## src/rtl/uart_tx_fifo.sv

```systemverilog
// UART transmitter fed by a small word FIFO. It has a runtime baud prescaler,
// optional parity and an optional second stop bit. Queued frames go out back-to-back.
module uart_tx_fifo #(
  parameter int DATA_WIDTH = 8,
  parameter int FIFO_DEPTH = 4,
  parameter int PRESCALE_W = 16
) (
  input  logic                        CLK_TX,
  input  logic                        RST_TX,
  input  logic [DATA_WIDTH-1:0]       P_DATA_TX,
  input  logic                        DATA_VALID_TX,
  output logic                        READY_TX,
  input  logic                        PAR_EN,
  input  logic                        PAR_TYP,
  input  logic                        STOP2,
  input  logic [PRESCALE_W-1:0]       PRESCALE,
  output logic                        TX_OUT,
  output logic                        Busy,
  output logic [$clog2(FIFO_DEPTH):0] FIFO_COUNT,
  output logic                        FRAME_DONE
);

  localparam int PW = $clog2(FIFO_DEPTH);
  localparam int CW = PW + 1;
  localparam int IW = $clog2(DATA_WIDTH + 1);

  typedef enum logic [2:0] {
    S_IDLE,
    S_START,
    S_DATA,
    S_PARITY,
    S_STOP1,
    S_STOP2
  } state_t;

  logic [DATA_WIDTH-1:0] r_mem [FIFO_DEPTH];
  logic [PW-1:0]         r_wrPtr;
  logic [PW-1:0]         r_rdPtr;
  logic [CW-1:0]         r_count;

  state_t                r_state;
  state_t                w_stateNext;
  logic                  r_tx;
  logic                  w_txNext;
  logic                  w_load;
  logic                  w_frameDone;
  logic                  w_bitEnd;
  logic                  w_full;
  logic                  w_push;
  logic                  w_fifoNonEmpty;
  logic [DATA_WIDTH-1:0] w_head;

  logic [DATA_WIDTH-1:0] r_shift;
  logic [IW-1:0]         r_bitIdx;
  logic [PRESCALE_W-1:0] r_baudCnt;
  logic [PRESCALE_W-1:0] r_prescale;
  logic                  r_parEn;
  logic                  r_stop2;
  logic                  r_parity;

  assign w_full         = (r_count == CW'(FIFO_DEPTH));
  assign w_fifoNonEmpty = (r_count != '0);
  assign w_push         = DATA_VALID_TX && !w_full;
  assign w_head         = r_mem[r_rdPtr];
  assign w_bitEnd       = (r_baudCnt == r_prescale - PRESCALE_W'(1));

  always_ff @(posedge CLK_TX) begin
    if (!RST_TX && w_push) begin
      r_mem[r_wrPtr] <= P_DATA_TX;
    end
  end

  // Pointers wrap naturally because FIFO_DEPTH is a power of two.
  always_ff @(posedge CLK_TX) begin
    if (RST_TX) begin
      r_wrPtr <= '0;
      r_rdPtr <= '0;
      r_count <= '0;
    end else begin
      if (w_push) r_wrPtr <= r_wrPtr + PW'(1);
      if (w_load) r_rdPtr <= r_rdPtr + PW'(1);
      case ({w_push, w_load})
        2'b10:   r_count <= r_count + CW'(1);
        2'b01:   r_count <= r_count - CW'(1);
        default: r_count <= r_count;
      endcase
    end
  end

  always_ff @(posedge CLK_TX) begin
    if (RST_TX) r_state <= S_IDLE;
    else        r_state <= w_stateNext;
  end

  // w_txNext is the line level for the state being entered, so TX_OUT stays registered.
  always_comb begin
    w_stateNext = r_state;
    w_txNext    = r_tx;
    w_load      = 1'b0;
    w_frameDone = 1'b0;
    case (r_state)
      S_IDLE: begin
        w_txNext = 1'b1;
        if (w_fifoNonEmpty) begin
          w_load      = 1'b1;
          w_stateNext = S_START;
          w_txNext    = 1'b0;
        end
      end
      S_START: begin
        if (w_bitEnd) begin
          w_stateNext = S_DATA;
          w_txNext    = r_shift[0];
        end
      end
      S_DATA: begin
        if (w_bitEnd) begin
          if (r_bitIdx == IW'(DATA_WIDTH - 1)) begin
            w_stateNext = r_parEn ? S_PARITY : S_STOP1;
            w_txNext    = r_parEn ? r_parity : 1'b1;
          end else begin
            w_txNext = r_shift[1];
          end
        end
      end
      S_PARITY: begin
        if (w_bitEnd) begin
          w_stateNext = S_STOP1;
          w_txNext    = 1'b1;
        end
      end
      S_STOP1, S_STOP2: begin
        if (w_bitEnd) begin
          if (r_state == S_STOP1 && r_stop2) begin
            w_stateNext = S_STOP2;
            w_txNext    = 1'b1;
          end else begin
            w_frameDone = 1'b1;
            if (w_fifoNonEmpty) begin
              w_load      = 1'b1;
              w_stateNext = S_START;
              w_txNext    = 1'b0;
            end else begin
              w_stateNext = S_IDLE;
              w_txNext    = 1'b1;
            end
          end
        end
      end
      default: begin
        w_stateNext = S_IDLE;
        w_txNext    = 1'b1;
      end
    endcase
  end

  // Configuration is captured only when a word is loaded, so mid-frame changes wait for the next frame.
  always_ff @(posedge CLK_TX) begin
    if (RST_TX) begin
      r_tx       <= 1'b1;
      r_shift    <= '0;
      r_bitIdx   <= '0;
      r_baudCnt  <= '0;
      r_prescale <= PRESCALE_W'(1);
      r_parEn    <= 1'b0;
      r_stop2    <= 1'b0;
      r_parity   <= 1'b0;
    end else begin
      r_tx <= w_txNext;
      if (w_load) begin
        r_shift    <= w_head;
        r_bitIdx   <= '0;
        r_baudCnt  <= '0;
        r_prescale <= (PRESCALE == '0) ? PRESCALE_W'(1) : PRESCALE;
        r_parEn    <= PAR_EN;
        r_stop2    <= STOP2;
        r_parity   <= (^w_head) ^ PAR_TYP;
      end else if (r_state != S_IDLE) begin
        if (w_bitEnd) begin
          r_baudCnt <= '0;
          if (r_state == S_DATA) begin
            r_shift  <= r_shift >> 1;
            r_bitIdx <= r_bitIdx + IW'(1);
          end
        end else begin
          r_baudCnt <= r_baudCnt + PRESCALE_W'(1);
        end
      end
    end
  end

  assign TX_OUT     = r_tx;
  assign READY_TX   = !w_full;
  assign Busy       = (r_state != S_IDLE) || w_fifoNonEmpty;
  assign FIFO_COUNT = r_count;
  assign FRAME_DONE = w_frameDone;

endmodule

```

## config.mk

```make
export PLATFORM = sky130hd
export DESIGN_NAME = uart_tx_fifo
export DESIGN_NICKNAME = d
export VERILOG_FILES = /design/src/rtl/uart_tx_fifo.sv
export SDC_FILE = /design/constraint.sdc
export NUM_CORES = 1
export LEC_CHECK = 0
export BUFFER_PORTS_ARGS = -buffer_cell sky130_fd_sc_hd__buf_2
export CORE_ASPECT_RATIO = 0.7
export CORE_MARGIN = 10
export CORE_UTILIZATION = 60
export DETAILED_ROUTE_END_ITERATION = 6
export HOLD_SLACK_MARGIN = 0.15
export PLACE_DENSITY = 0.88
export SLEW_MARGIN = 20
export SYNTH_ARGS = -nofsm -noshare
export SYNTH_HDL_FRONTEND = slang
export SYNTH_SLANG_ARGS = --single-unit
```

## constraint.sdc

```tcl
create_clock -name CLK_TX -period 5.48 [get_ports CLK_TX]
set_input_delay 0 -clock CLK_TX [delete_from_list [all_inputs] [get_ports CLK_TX]]
set_output_delay 0 -clock CLK_TX [all_outputs]
set_load 0.01 [all_outputs]
```

# After elaboration in Yosys (flattened, before gate mapping)
# Memories as Yosys holds them, arrays and structs flattened. A register that Yosys moved wholly into a read port is not among the register bits.
# Cells that the tools add are included.
# classes
n_addsub	7
n_eq_ne	16
n_mux	37
bitwise_logic	1
n_reduce_logical	21
# op_table
operator	n
$mux 16	2
$mux 8	4
$mux 3	8
$mux 1	17
$add 16x1->16 const B	1
$eq 16x16->1	1
$logic_not 16->1	1
$sub 16x1->16 const B	1
$pmux 3 s5	1
$ne 2x2->1 const B	6
$eq 3x3->1 const B	3
$reduce_bool 2->1	4
$reduce_xor 8->1	1
$eq 3x2->1 const B	2
$pmux 3 s2	1
$reduce_and 3->1	2
$reduce_and 6->1	1
$reduce_bool 3->1	2
$pmux 1 s5	1
$add 2x1->2 const B	2
$add 4x1->4 const B	1
$eq 4x3->1 const B	1
$mux 2	2
$reduce_and 4->1	1
other kinds (12)	16
# word_totals
regBits	58
ram_bits	32
inputBits	30
output_inout_bits	7
memories	1
# mem_list
name	depth	width	rd	rd_clocked_by_memory_dff	wr	line	rtl
r_mem	4	8	1	1	1	36	logic [DATA_WIDTH-1:0] r_mem [FIFO_DEPTH];

# Depth between registers and ports, before layout
# Gate-level depths: netlist of the first run.
# depth
ltp_word	7
depth_mapped	18
mapped_depth_nobuf	15

# Worst setup path after synthesis of the first run
# No wires, ideal clock.
# synth_timing
path_type	register -> register
start	reg r_prescale[0]
end	reg r_count[2], in the netlist FIFO_COUNT[2]
arrival_ps	4109
t_required_ps	5410
setup_slack_ps	1300
path_stages_with_launch	19
path_buffers	3
cell_sequence	dfxtp_1 > inv_1 > ha_1 > buf_2 > or4b_4 > a2111oi_2 > o2111ai_1 > a32o_1 > or4_1 > buf_2 > o22a_4 > clkinv_4 > buf_4 > ha_1 > inv_1 > fa_1 > xor2_1 > or3_1 > a21oi_1
# synth_via
elab_chain_cells	6
# synth_lines
element	line	rtl
start: declaration	56	logic [PRESCALE_W-1:0] r_prescale;
start signal: assignment	174	r_prescale <= (PRESCALE == '0) ? PRESCALE_W'(1) : PRESCALE;
$sub 16x1->16 *	65	assign w_bitEnd = (r_baudCnt == r_prescale - PRESCALE_W'(1));
$eq 16x16->1 *	65	
$mux 1 *	133	if (w_bitEnd) begin
$pmux 1 s2 *	101	case (r_state)
$eq 2x1->1 or $eq 2x2->1 (tied branches)	82	case ({w_push, w_load})
$pmux 3 s2 or $reduce_bool 2->1 (tied branches)	n/a	
end signal: assignment	83	2'b10: r_count <= r_count + CW'(1);
end signal: assignment	84	2'b01: r_count <= r_count - CW'(1);
end signal: assignment	85	default: r_count <= r_count;
end: declaration	39	logic [CW-1:0] r_count;
# Mark *: on every way between the ends. The rest lies on a longest branch, timed or not.
# A chain may end at the register's enable or synchronous reset.

# Worst setup path after layout of the first run
# Ends and elaborated chain as after synthesis.

==> flow_metrics.py, run 1 <==
metrics = {
    "yosys": {
        "synthCells": 457,
        "synth_top_area_share_pct": 26.4,
        "yosys.area_share.adder_pct": 2.64,
        "synthXorXnorAreaFrac_pct": 9.34,
        "synthMuxAreaShare_pct": 6.15,
        "ys_async_sr_fraction_pct": 0,
        "syn-cell-area_sq_um": 4560,
        "synth_seq_area_share_pct": 47.5,
        "synth_nets": 496,
        "yosysWarnings": 0,
        "synth-compound-area-share_pct": 11.7,
        "syn_area_per_cell_sq_um": 9.97,
        "synth_seq_cells": 92,
        "yosys.area.top_type": "dfxtp_1",
        "ys_types": 59,
        "synth_edf_count": 32,
        "yosys.area_share.simple_pct": 18.4,
        "synth_top_family_by_area": "simple AND/OR/NAND/NOR gates",
        "synthFlopType": "dfxtp_1",
        "synth_area_leaders": "dfxtp_1, edfxtp_1, xor2_1",
    },
    "die": {
        "die_h_um": 92.9,
        "rows": 26,
        "ios": 37,
        "dieArea_sq_um": 11500,
        "fp.dieW_um": 124,
        "initial_core_util_pct": 62.0,
        "core-area_sq_um": 7350,
    },
    "global_route": {
        "grt_start_max_net_pins": 36,
        "antenna_found_initial": 0,
        "grt_pass1_wl_mm": 19.1,
        "grt.total_usage_pct": 21.0,
        "grt_overflow": 0,
        "grt_pass1_vias": 3718,
    },
    "placed_design": {
        "hpwlAfterDp_mm": 7.92,
        "dp_cells": 567,
        "place_congestion": 0.968,
        "port_buffers": 36,
        "placed_area_sq_um": 4730,
    },
    "pwr": {
        "p_leak_nw": 2.01,
        "finalPower_mw": 2.76,
        "peakVddDrop_mv": 0.480,
        "pwr_density_cell_nw_per_um2": 522,
    },
    "worst_setup_path": {
        "reg2reg_depth": 15,
        "cp_data_required_time_ps": 5780,
        "r2r_start": "r_prescale[0]$_SDFFE_PP1N_",
        "crit_path_cell_trace": "inv_1 -> ha_1 -> or4b_4 -> a2111oi_2 -> o2111ai_1 -> a32o_1 -> or4_1 -> o22a_4 -> clkinv_4 -> ha_1 -> inv_1 -> fa_1 -> xor2_1 -> or3_1 -> a21oi_1",
        "crit_arrival_ps": 5070,
        "path_delay_family": "simple AND/OR/NAND/NOR gates",
        "crit_buf_inv": 3,
        "r2r-end": "FIFO_COUNT[2]$_SDFFE_PP0P_",
        "slowest_stage": "or4_1",
        "max_stage_delay_ps": 660,
        "worst-path-max-fanout": 35,
        "crit_path_start_kind": "register",
        "worstSetupPathType": "reg -> reg",
        "r2r_setup_slack_ps": 720,
        "endpoint_kind": "register",
    },
    "route": {
        "dr_wl_met3_mm": 1.14,
        "wl_met2_mm": 5.19,
        "drt-pass1-iter-count": 5,
        "final_antenna_net_count": 0,
        "highest_layer": "met4",
        "routed_wl_mm": 11.8,
        "vias": 3799,
        "via_per_inst": 6.15,
        "drt_iter0_markers": 430,
        "route.detailed.drc": 0,
        "m1WireLength_mm": 5.08,
        "wire_per_inst_um": 19.1,
    },
    "sta": {
        "period_needed_ps": 4760,
        "rsz0062_at_grt": "false",
        "finalSetupViolCount": 0,
        "slew_violations": 0,
        "hold_viol_final": 0,
        "slew_headroom_pct": 38.2,
        "worst_pin_slew_ps": 914,
        "clock_skew_ps": 9.22,
        "timing.final.crit_share_pct": 86.9,
        "final.setup.tns_ps": 0,
        "max_freq_mhz": 210,
    },
    "clock_network": {
        "postCtsSetupRepairBufs": 0,
        "cts_sinks": 92,
        "root_buffer": "clkbuf_8",
        "cts_hold_buf": 35,
        "htreeDepth": 3,
        "insertion_delay_ps": 380,
        "cts_tree": "done",
        "cts_resized": 0,
        "cts_buffers": 9,
        "cts_buffer_depth": 2,
        "clk_pin_slew_ps": 90,
    },
    "min_path": {
        "hold-path-cell-count": 5,
        "hold_path_startpoint": "PAR_TYP",
        "min_path_type": "in -> reg",
        "whs_endpoint": "r_parity$_SDFFE_PP0N_",
    },
    "final_layout": {
        "fin_cells": 618,
        "antenna_cells": 0,
        "final_nets": 554,
        "syn_to_final_growth_pct": 16.1,
        "num-fill-cells": 511,
        "design_area_sq_um": 5290,
        "drive_above_1_share_pct": 13.5,
    },
    "status": {
        "status": "finished clean",
    },
    "run": {
        "drv_cap": 0,
    },
}
## power breakdown
| group | total [mW] | internal (mW) | leakage, nW | switching, mW |
|---|---|---|---|---|
| clock | 0.484 | 0.220 | 0.106 | 0.264 |
| sequential | 1.02 | 0.842 | 0.780 | 0.180 |
| combinational | 1.25 | 0.512 | 1.12 | 0.742 |
| total | 2.76 | 1.57 | 2.01 | 1.19 |
## how the worst max path moves through the flow
stage | start | endpoint | slack (ps) | cells after the start
2_1_floorplan | r_prescale[0]$_SDFFE_PP1N_ | FIFO_COUNT[2]$_SDFFE_PP0P_ | 1300 | 18
3_3_place_gp | r_prescale[0]$_SDFFE_PP1N_ | FIFO_COUNT[2]$_SDFFE_PP0P_ | 990 | 15
3_5_place_dp | r_prescale[0]$_SDFFE_PP1N_ | FIFO_COUNT[2]$_SDFFE_PP0P_ | 840 | 15
4_1_cts | r_prescale[0]$_SDFFE_PP1N_ | FIFO_COUNT[2]$_SDFFE_PP0P_ | 810 | 15
5_1_grt | r_prescale[0]$_SDFFE_PP1N_ | FIFO_COUNT[2]$_SDFFE_PP0P_ | 470 | 15
6_report | r_prescale[0]$_SDFFE_PP1N_ | FIFO_COUNT[2]$_SDFFE_PP0P_ | 720 | 15
## routing by layer
metal  up-vias  track usage (%)
met5         -                0
met1      1769             27.4
met3        57             7.88
met2       212             30.8
li1       1761                -
met4         0             8.13
## placed cells by master (no fill, tap or decap), types with 3 or more instances in the layout
cell            n
a211oi_1        3
a21oi_1        33
and2_1          7
and3_1          7
buf_2          36
clkbuf_8        9
dfxtp_1        60
dlygate4sd3_1  35
edfxtp_1       32
ha_1            8
inv_1          16
mux2i_1        10
mux4_2          8
nand2_1        44
nand3_1        26
nand4_1         9
nor2_1         34
nor3_1         10
nor4_1          7
nor4_2          3
o21ai_0         8
o21ai_1        17
o31ai_1         3
or4_1           4
xnor2_1        21
xor2_1         25
## registers in the layout (all words and copies together), names as in the netlist, named ones only
register and flops:
r_bitIdx 4, r_parEn 1, r_rdPtr 2, r_stop2 1
r_prescale 16, r_state 3, r_parity 1, r_shift 8
r_mem 32, TX_OUT 1, FIFO_COUNT 3, r_baudCnt 16
r_wrPtr 2
## worst register-to-register path, delay by kind of cell, from the launching register on
family | cells | cell delay (ps)
AND/OR/NAND/NOR | 3 | 1480
AO/OA/AOI/OAI | 5 | 1340
adder cells (fa/ha/maj) | 3 | 930
buffers and inverters | 3 | 410
flip-flops | 1 | 360
XOR/XNOR | 1 | 160
## Yosys cell counts (8+ instances only)
| cell | number |
|---|---|
| o21ai_0 | 8 |
| nand2_1 | 44 |
| ha_1 | 8 |
| clkbuf_1 | 12 |
| a21oi_1 | 33 |
| nand4_1 | 9 |
| edfxtp_1 | 32 |
| nor3_1 | 10 |
| dfxtp_1 | 60 |
| xor2_1 | 25 |
| inv_1 | 16 |
| nand3_1 | 26 |
| mux2i_1 | 10 |
| mux4_2 | 8 |
| xnor2_1 | 21 |
| nor2_1 | 34 |
| o21ai_1 | 17 |
## kinds of logic (layout without fill, tap and decap cells)
kind of cell    after synthesis  after routing
compound gates               86             86
flops                        92             92
xor+xnor                     47             47
fa+ha+maj                     9              9
buf+inv                      41            104
simple gates                164            164
mux                          18             18
## cell type report
type                            count  area (sq um)  share of cell area (%)
Timing Repair Buffer               71           531                    10.0
Sequential cell                    92          2160                    40.9
Clock inverter                      7          82.6                    1.56
Multi-Input combinational cell    324          2200                    41.6
Clock buffer                        9           124                    2.34
Inverter                           17          68.8                    1.30
Tap cell                           98           123                    2.32
## metrics by stage
stage / setup WS, ps / hold slack [ps] / util, %
floorplan: 1300 / 98.9 / -
global placement: 992 / 213 / 64.4
detailed placement: 840 / 223 / 64.4
CTS: 814 / 264 / 72.0
global route: 470 / 307 / 72.0
finish: 716 / 256 / 72.0
Note: power is estimated with default switching activity, not from simulation.
==> inputs of run 2 (changes only) <==
Settings changed: CORE_ASPECT_RATIO 0.7 to 0.8, CORE_MARGIN 10 to 5, MAX_ROUTING_LAYER from default to met4.
==> run 2 against run 1 <==
Setup slack got worse by 17 ps. Maximum frequency decreased by 0.36%. Combinational power about the same. Cell count increased by 1.1%. Count of clock-buffer cells in the layout unchanged. Sequential share of layout area decreased by 0.058 points. Critical path depth unchanged. Flip-flop and latch count unchanged. Register-to-register slack got worse by 20 ps. Largest cell class unchanged. Power decreased by 1.1%. Critical path type unchanged. Global-route usage increased by 5.1 points.
==> flow_metrics.py, run 2 (same netlist as run 1, synthesis figures left out) <==
metrics = {
    "pwr": {
        "p_leak_nw": 2.00,
        "p_comb_share_pct": 45.3,
        "finalPower_mw": 2.73,
        "seqPwrFrac_pct": 37.3,
        "pwr_density_cell_nw_per_um2": 516,
        "intPower_mw": 1.57,
        "p_sw_share_pct": 42.4,
        "clkPwrFrac_pct": 17.5,
        "switching_power_mw": 1.16,
        "peakVddDrop_mv": 0.357,
    },
    "worst_setup_path": {
        "crit_path_start_kind": "register",
        "crit_path_cell_trace": "inv_1 -> ha_1 -> or4b_4 -> a2111oi_0 -> o22ai_1 -> a32o_1 -> or4_1 -> o22a_4 -> clkinv_4 -> ha_1 -> inv_1 -> fa_1 -> xor2_1 -> or3_1 -> a21oi_1",
        "worst-path-max-fanout": 35,
        "path_delay_family": "simple AND/OR/NAND/NOR gates",
        "crit_arrival_ps": 5080,
        "slowest_stage": "or4_1",
        "cp_data_required_time_ps": 5780,
        "r2r_setup_slack_ps": 700,
        "endpoint_kind": "register",
        "worstSetupPathType": "reg -> reg",
        "crit_buf_inv": 3,
        "max_stage_delay_ps": 660,
    },
    "route": {
        "vias": 3753,
        "drt_iter0_markers": 437,
        "route.detailed.drc": 0,
        "final_antenna_net_count": 0,
        "drt-pass1-iter-count": 5,
        "via_per_inst": 6.00,
        "routed_wl_mm": 11.3,
        "wire_per_inst_um": 18.0,
    },
    "final_layout": {
        "syn_to_final_growth_pct": 16.3,
        "reg_top3": "r_mem x32, r_baudCnt x16, r_prescale x16",
        "drive_above_1_share_pct": 13.7,
        "final_nets": 554,
        "layout_commonest_cell": "dfxtp_1",
        "antenna_cells": 0,
        "design_area_sq_um": 5300,
        "layout_common_cells": "dfxtp_1, nand2_1, buf_2, dlygate4sd3_1, nor2_1",
        "largest-register": "r_mem",
        "largest_reg_flops": 32,
    },
    "sta": {
        "period_needed_ps": 4780,
        "worst_pin_slew_ps": 764,
        "slew_violations": 0,
        "clock_skew_ps": 15.6,
        "finalSetupViolCount": 0,
        "slew_headroom_pct": 48.4,
        "holdWs_ps": 251,
        "max_freq_mhz": 209,
        "rsz0062_at_grt": "false",
        "hold_viol_final": 0,
        "final.setup.tns_ps": 0,
        "timing.final.crit_share_pct": 87.2,
    },
    "global_route": {
        "grt_use_met2_pct": 41.7,
        "grt_start_max_net_pins": 36,
        "antenna_found_initial": 0,
        "grt_use_met1_pct": 32.6,
        "grt_pass1_wl_mm": 18.3,
        "grt.total_usage_pct": 26.1,
        "grt_pass1_vias": 3563,
        "grt_overflow": 0,
        "use_met3_pct": 6.34,
        "grt-busiest-layer": "met2",
    },
    "die": {
        "ios": 37,
        "core-area_sq_um": 7390,
        "dieArea_sq_um": 9450,
        "initial_core_util_pct": 61.6,
        "rows": 28,
        "die_h_um": 87.9,
        "fp.dieW_um": 107,
    },
    "run": {
        "drv_cap": 0,
    },
    "clock_network": {
        "cts_resized": 0,
        "cts_buffer_depth": 2,
        "postCtsSetupRepairBufs": 0,
        "insertion_delay_ps": 370,
        "root_buffer": "clkbuf_8",
        "cts_tree": "done",
        "cts_buffers": 9,
        "htreeDepth": 3,
        "cts_hold_buf": 35,
        "clk_pin_slew_ps": 100,
        "cts_sinks": 92,
    },
    "placed_design": {
        "place_congestion": 1.02,
        "placed_area_sq_um": 4740,
        "hpwlAfterDp_mm": 7.31,
        "port_buffers": 36,
    },
    "min_path": {
        "min_path_type": "in -> reg",
    },
    "status": {
        "status": "finished clean",
    },
}
## run 2: cell count changes in the layout (fill, tap and decap cells not counted), sizes merged
cell / change
clkinvlp: +1
clkinv: -1
## run 2: tightest hold or removal path: stages
cell and delay [ps]:
buf_2 80, xnor2_1 140, xnor2_1 100, xnor2_1 180, a211oi_1 80
## run 2: final timing paths
check | startpoint | endpoint | depth (start not counted)
worst min register to register | r_bitIdx[3]$_SDFFE_PP0P_ | r_bitIdx[3]$_SDFFE_PP0P_ | 2
worst max register to register | r_prescale[0]$_SDFFE_PP1N_ | FIFO_COUNT[2]$_SDFFE_PP0P_ | 15
worst min-delay path | PAR_TYP | r_parity$_SDFFE_PP0N_ | 5
worst max-delay path | r_prescale[0]$_SDFFE_PP1N_ | FIFO_COUNT[2]$_SDFFE_PP0P_ | 15
## run 2: cell type report
| cell class | instances | area [sq um] |
|---|---|---|
| Tap cell | 105 | 131 |
| Clock buffer | 9 | 124 |
| Clock inverter | 7 | 81.3 |
| Fill cell | 513 | 2090 |
| Timing Repair Buffer | 71 | 531 |
| Inverter | 17 | 68.8 |
| Sequential cell | 92 | 2160 |
| Multi-Input combinational cell | 324 | 2200 |
## run 2: through the flow
step           worst slack [ps]  util, %  cells
2_1_floorplan              1300        -    457
3_3_place_gp                977     64.2    574
3_5_place_dp                813     64.2    574
4_1_cts                     792     71.7    625
5_1_grt                     297     71.7    625
6_report                    699     71.7    625
## run 2: power by group through the flow
| stage | Clock (mW) | Combinational, mW | Sequential, mW |
|---|---|---|---|
| 6_report | 0.477 | 1.24 | 1.02 |
| 5_1_grt | 0.515 | 1.35 | 1.04 |
| 4_1_cts | 0.479 | 1.19 | 1.01 |
| 3_5_place_dp | 0 | 1.14 | 1.02 |
| 3_3_place_gp | 0 | 1.11 | 1.02 |
| 2_1_floorplan | 0 | 1.02 | 0.943 |
## run 2: layer usage
layer	vias to the layer above	part of all wire, %
met5	-	0
met4	0	2.3
met3	29	8.3
met2	188	48
met1	1773	41
li1	1763	-
==> inputs of run 3 (changes only) <==
Settings changed: ABC_AREA from default to 1, PLACE_DENSITY 0.88 to 0.87.
==> run 3 against run 2 <==
Via count grew 26%. Hold slack got worse by 29 ps. Critical path type unchanged. Non-clock buffer count decreased by 2. Setup slack better by 1000 ps. Cell count is 33% higher. Synthesized cell count increased by 44%. Power rose by 6.8%. Cell area up 8.4%. Largest cell class unchanged. Area after synthesis up 10%.
==> flow_metrics.py, run 3 <==
metrics = {
    "status": {
        "status": "finished clean",
    },
    "final_layout": {
        "layout_commonest_cell": "nand2_1",
        "reg_top3": "r_mem x32, r_baudCnt x16, r_prescale x16",
        "layout_common_cells": "nand2_1, inv_1, nor2_1, dfxtp_1, nand3_1",
        "fin_cells": 832,
        "drive_above_1_share_pct": 11.9,
        "final_nets": 757,
        "largest-register": "r_mem",
        "design_area_sq_um": 5740,
        "num-fill-cells": 616,
        "syn_to_final_growth_pct": 14.3,
        "largest_reg_flops": 32,
        "final_util_pct": 71.3,
    },
    "yosys": {
        "synth_nets": 699,
        "ys_types": 40,
        "synthXorXnorAreaFrac_pct": 5.06,
        "synth-compound-area-share_pct": 8.19,
        "yosys.area.top_type": "dfxtp_1",
        "synth_top_family_by_area": "simple AND/OR/NAND/NOR gates",
        "syn-cell-area_sq_um": 5020,
        "synthTopCellsByCount": "nand2_1, inv_1, nor2_1, dfxtp_1, nand3_1",
        "yosys.area_share.simple_pct": 33.6,
        "synth_seq_area_share_pct": 43.0,
        "synthFlopType": "dfxtp_1",
        "synth_edf_count": 32,
        "yosys.area_share.adder_pct": 2.39,
        "synth_area_leaders": "dfxtp_1, edfxtp_1, nand2_1",
        "yosysWarnings": 0,
        "synthCells": 660,
        "synthMuxAreaShare_pct": 0,
        "synth_top_area_share_pct": 23.9,
        "ys_async_sr_fraction_pct": 0,
        "synth_seq_cells": 92,
        "syn_area_per_cell_sq_um": 7.61,
        "synth.most_common_cell": "nand2_1",
    },
    "placed_design": {
        "port_buffers": 36,
        "place_congestion": 0.938,
        "place_ws_ps": 1850,
        "dp_cells": 782,
        "placed_area_sq_um": 5210,
        "hpwlAfterDp_mm": 8.84,
    },
    "worst_setup_path": {
        "cp_data_required_time_ps": 5740,
        "worst-path-max-fanout": 23,
        "r2r_setup_slack_ps": 1740,
        "reg2reg_depth": 21,
        "worstSetupPathType": "reg -> reg",
        "crit_path_start_kind": "register",
        "r2r_start": "r_prescale[0]$_SDFFE_PP1N_",
        "startpoint": "r_prescale[0]$_SDFFE_PP1N_",
        "endpoint_kind": "register",
        "crit_arrival_ps": 4000,
        "r2r-end": "FIFO_COUNT[2]$_SDFFE_PP0P_",
        "endpoint": "FIFO_COUNT[2]$_SDFFE_PP0P_",
    },
    "global_route": {
        "grt_overflow": 0,
        "grt.total_usage_pct": 26.3,
        "antenna_found_initial": 1,
        "grt_start_max_net_pins": 32,
        "grt_pass1_wl_mm": 21.4,
        "grt_pass1_vias": 4538,
    },
    "route": {
        "route.detailed.drc": 0,
        "m1WireLength_mm": 5.61,
        "highest_layer": "met4",
        "final_antenna_net_count": 0,
        "drt_iter0_markers": 482,
        "via_per_inst": 5.70,
        "wl_met2_mm": 5.86,
        "drt-pass1-iter-count": 5,
        "wire_per_inst_um": 15.4,
        "vias": 4739,
        "dr_wl_met3_mm": 1.08,
        "routed_wl_mm": 12.8,
    },
    "pwr": {
        "peakVddDrop_mv": 0.378,
        "p_leak_nw": 2.35,
        "pwr_density_cell_nw_per_um2": 508,
        "finalPower_mw": 2.92,
    },
    "clock_network": {
        "cts_buffers": 9,
        "cts_buffer_depth": 2,
        "cts_sinks": 92,
        "clk_pin_slew_ps": 90,
        "root_buffer": "clkbuf_8",
        "insertion_delay_ps": 360,
        "htreeDepth": 3,
        "cts_resized": 0,
        "cts_tree": "done",
    },
    "die": {
        "core-area_sq_um": 8060,
        "die_h_um": 91.8,
        "fp.dieW_um": 112,
        "rows": 29,
        "dieArea_sq_um": 10300,
        "ios": 37,
        "initial_core_util_pct": 62.4,
    },
    "sta": {
        "rsz0062_at_grt": "false",
        "finalSetupViolCount": 0,
        "worst_pin_slew_ps": 899,
        "slew_violations": 0,
        "hold_viol_final": 0,
        "final.setup.tns_ps": 0,
        "holdWs_ps": 222,
        "timing.final.crit_share_pct": 68.2,
        "max_freq_mhz": 267,
        "clock_skew_ps": 9.20,
        "slew_headroom_pct": 39.9,
        "period_needed_ps": 3740,
        "fin_ws_ps": 1740,
    },
    "min_path": {
        "min_path_type": "in -> reg",
    },
    "run": {
        "drv_cap": 0,
    },
}
==> run 3: cell types whose count changed in the layout (fill, tap and decap cells not counted), sizes merged, moves of 8 or more <==
cell,before,now
nand3,26,59
inv,20,67
nand2,44,182
xnor2,21,10
nor3,11,20
mux2i,10,0
nor2,34,73
mux4,8,0
==> run 3: critical path: stages (launching register included) <==
cell and delay [ps]:
dfxtp_1 390, inv_1 120, ha_1 310, inv_1 40, nand2_1 50, nand2_1 50, nor2_1 150, nand2_1 80
nor2_1 100, nand2_1 50, nor2_1 90, nand2_1 90, nor2_4 140, nand3_4 120, a21oi_4 540, ha_1 260
inv_1 70, fa_1 410, a21oi_1 170, o21ai_0 130, o21ai_0 200, a21oi_1 60
==> run 3: worst min path at each step <==
| stage | endpoint | from | cells after the start |
|---|---|---|---|
| after floorplan | r_mem[0][0]$_DFFE_PP_ | P_DATA_TX[0] | 0 |
| after global placement | r_mem[3][7]$_DFFE_PP_ | P_DATA_TX[7] | 1 |
| after detailed placement | r_mem[2][7]$_DFFE_PP_ | P_DATA_TX[7] | 1 |
| after CTS | r_parity$_SDFFE_PP0N_ | PAR_TYP | 6 |
| after global routing | r_parity$_SDFFE_PP0N_ | PAR_TYP | 6 |
| final | r_parity$_SDFFE_PP0N_ | PAR_TYP | 6 |
==> run 3: logic make-up (layout without fill, tap and decap cells) <==
| group | Yosys count | after routing |
|---|---|---|
| AO/OA/AOI/OAI | 74 | 74 |
| XOR/XNOR | 29 | 29 |
| adder cells (fa/ha/maj) | 9 | 9 |
| buffers and inverters | 91 | 154 |
| flip-flops | 92 | 92 |
| other | 0 | 1 |
| AND/OR/NAND/NOR | 365 | 365 |
==> run 3: final cells by class <==
type / count / area (sq um) / share of cell area (%)
repair buffers: 69 / 510 / 8.89
multi-input cells: 477 / 2470 / 43.1
well taps: 108 / 135 / 2.35
flip-flops and latches: 92 / 2160 / 37.6
clock buffers: 11 / 141 / 2.46
diodes: 1 / 2.50 / 0.0436
clock inverters: 5 / 60.1 / 1.05
inverters: 69 / 259 / 4.51
==> run 3: timing repair <==
action | in CTS | in global routing
hold endpoints to repair | 66 | 0
buffers inserted | 0 | 0
hold buffers | 33 | 0
==> run 3: metal layers <==
metal	track usage [%]	up-vias
met5	-	-
met4	9.01	0
met3	4.67	36
met2	40.9	232
met1	34.8	2191
li1	-	2280
==> run 3: report_power, final <==
part	switching, mW	internal, mW	leakage (nW)	total (mW)
registers	0.139	0.841	0.781	0.980
logic	0.971	0.501	1.47	1.47
clock network	0.240	0.225	0.0999	0.465
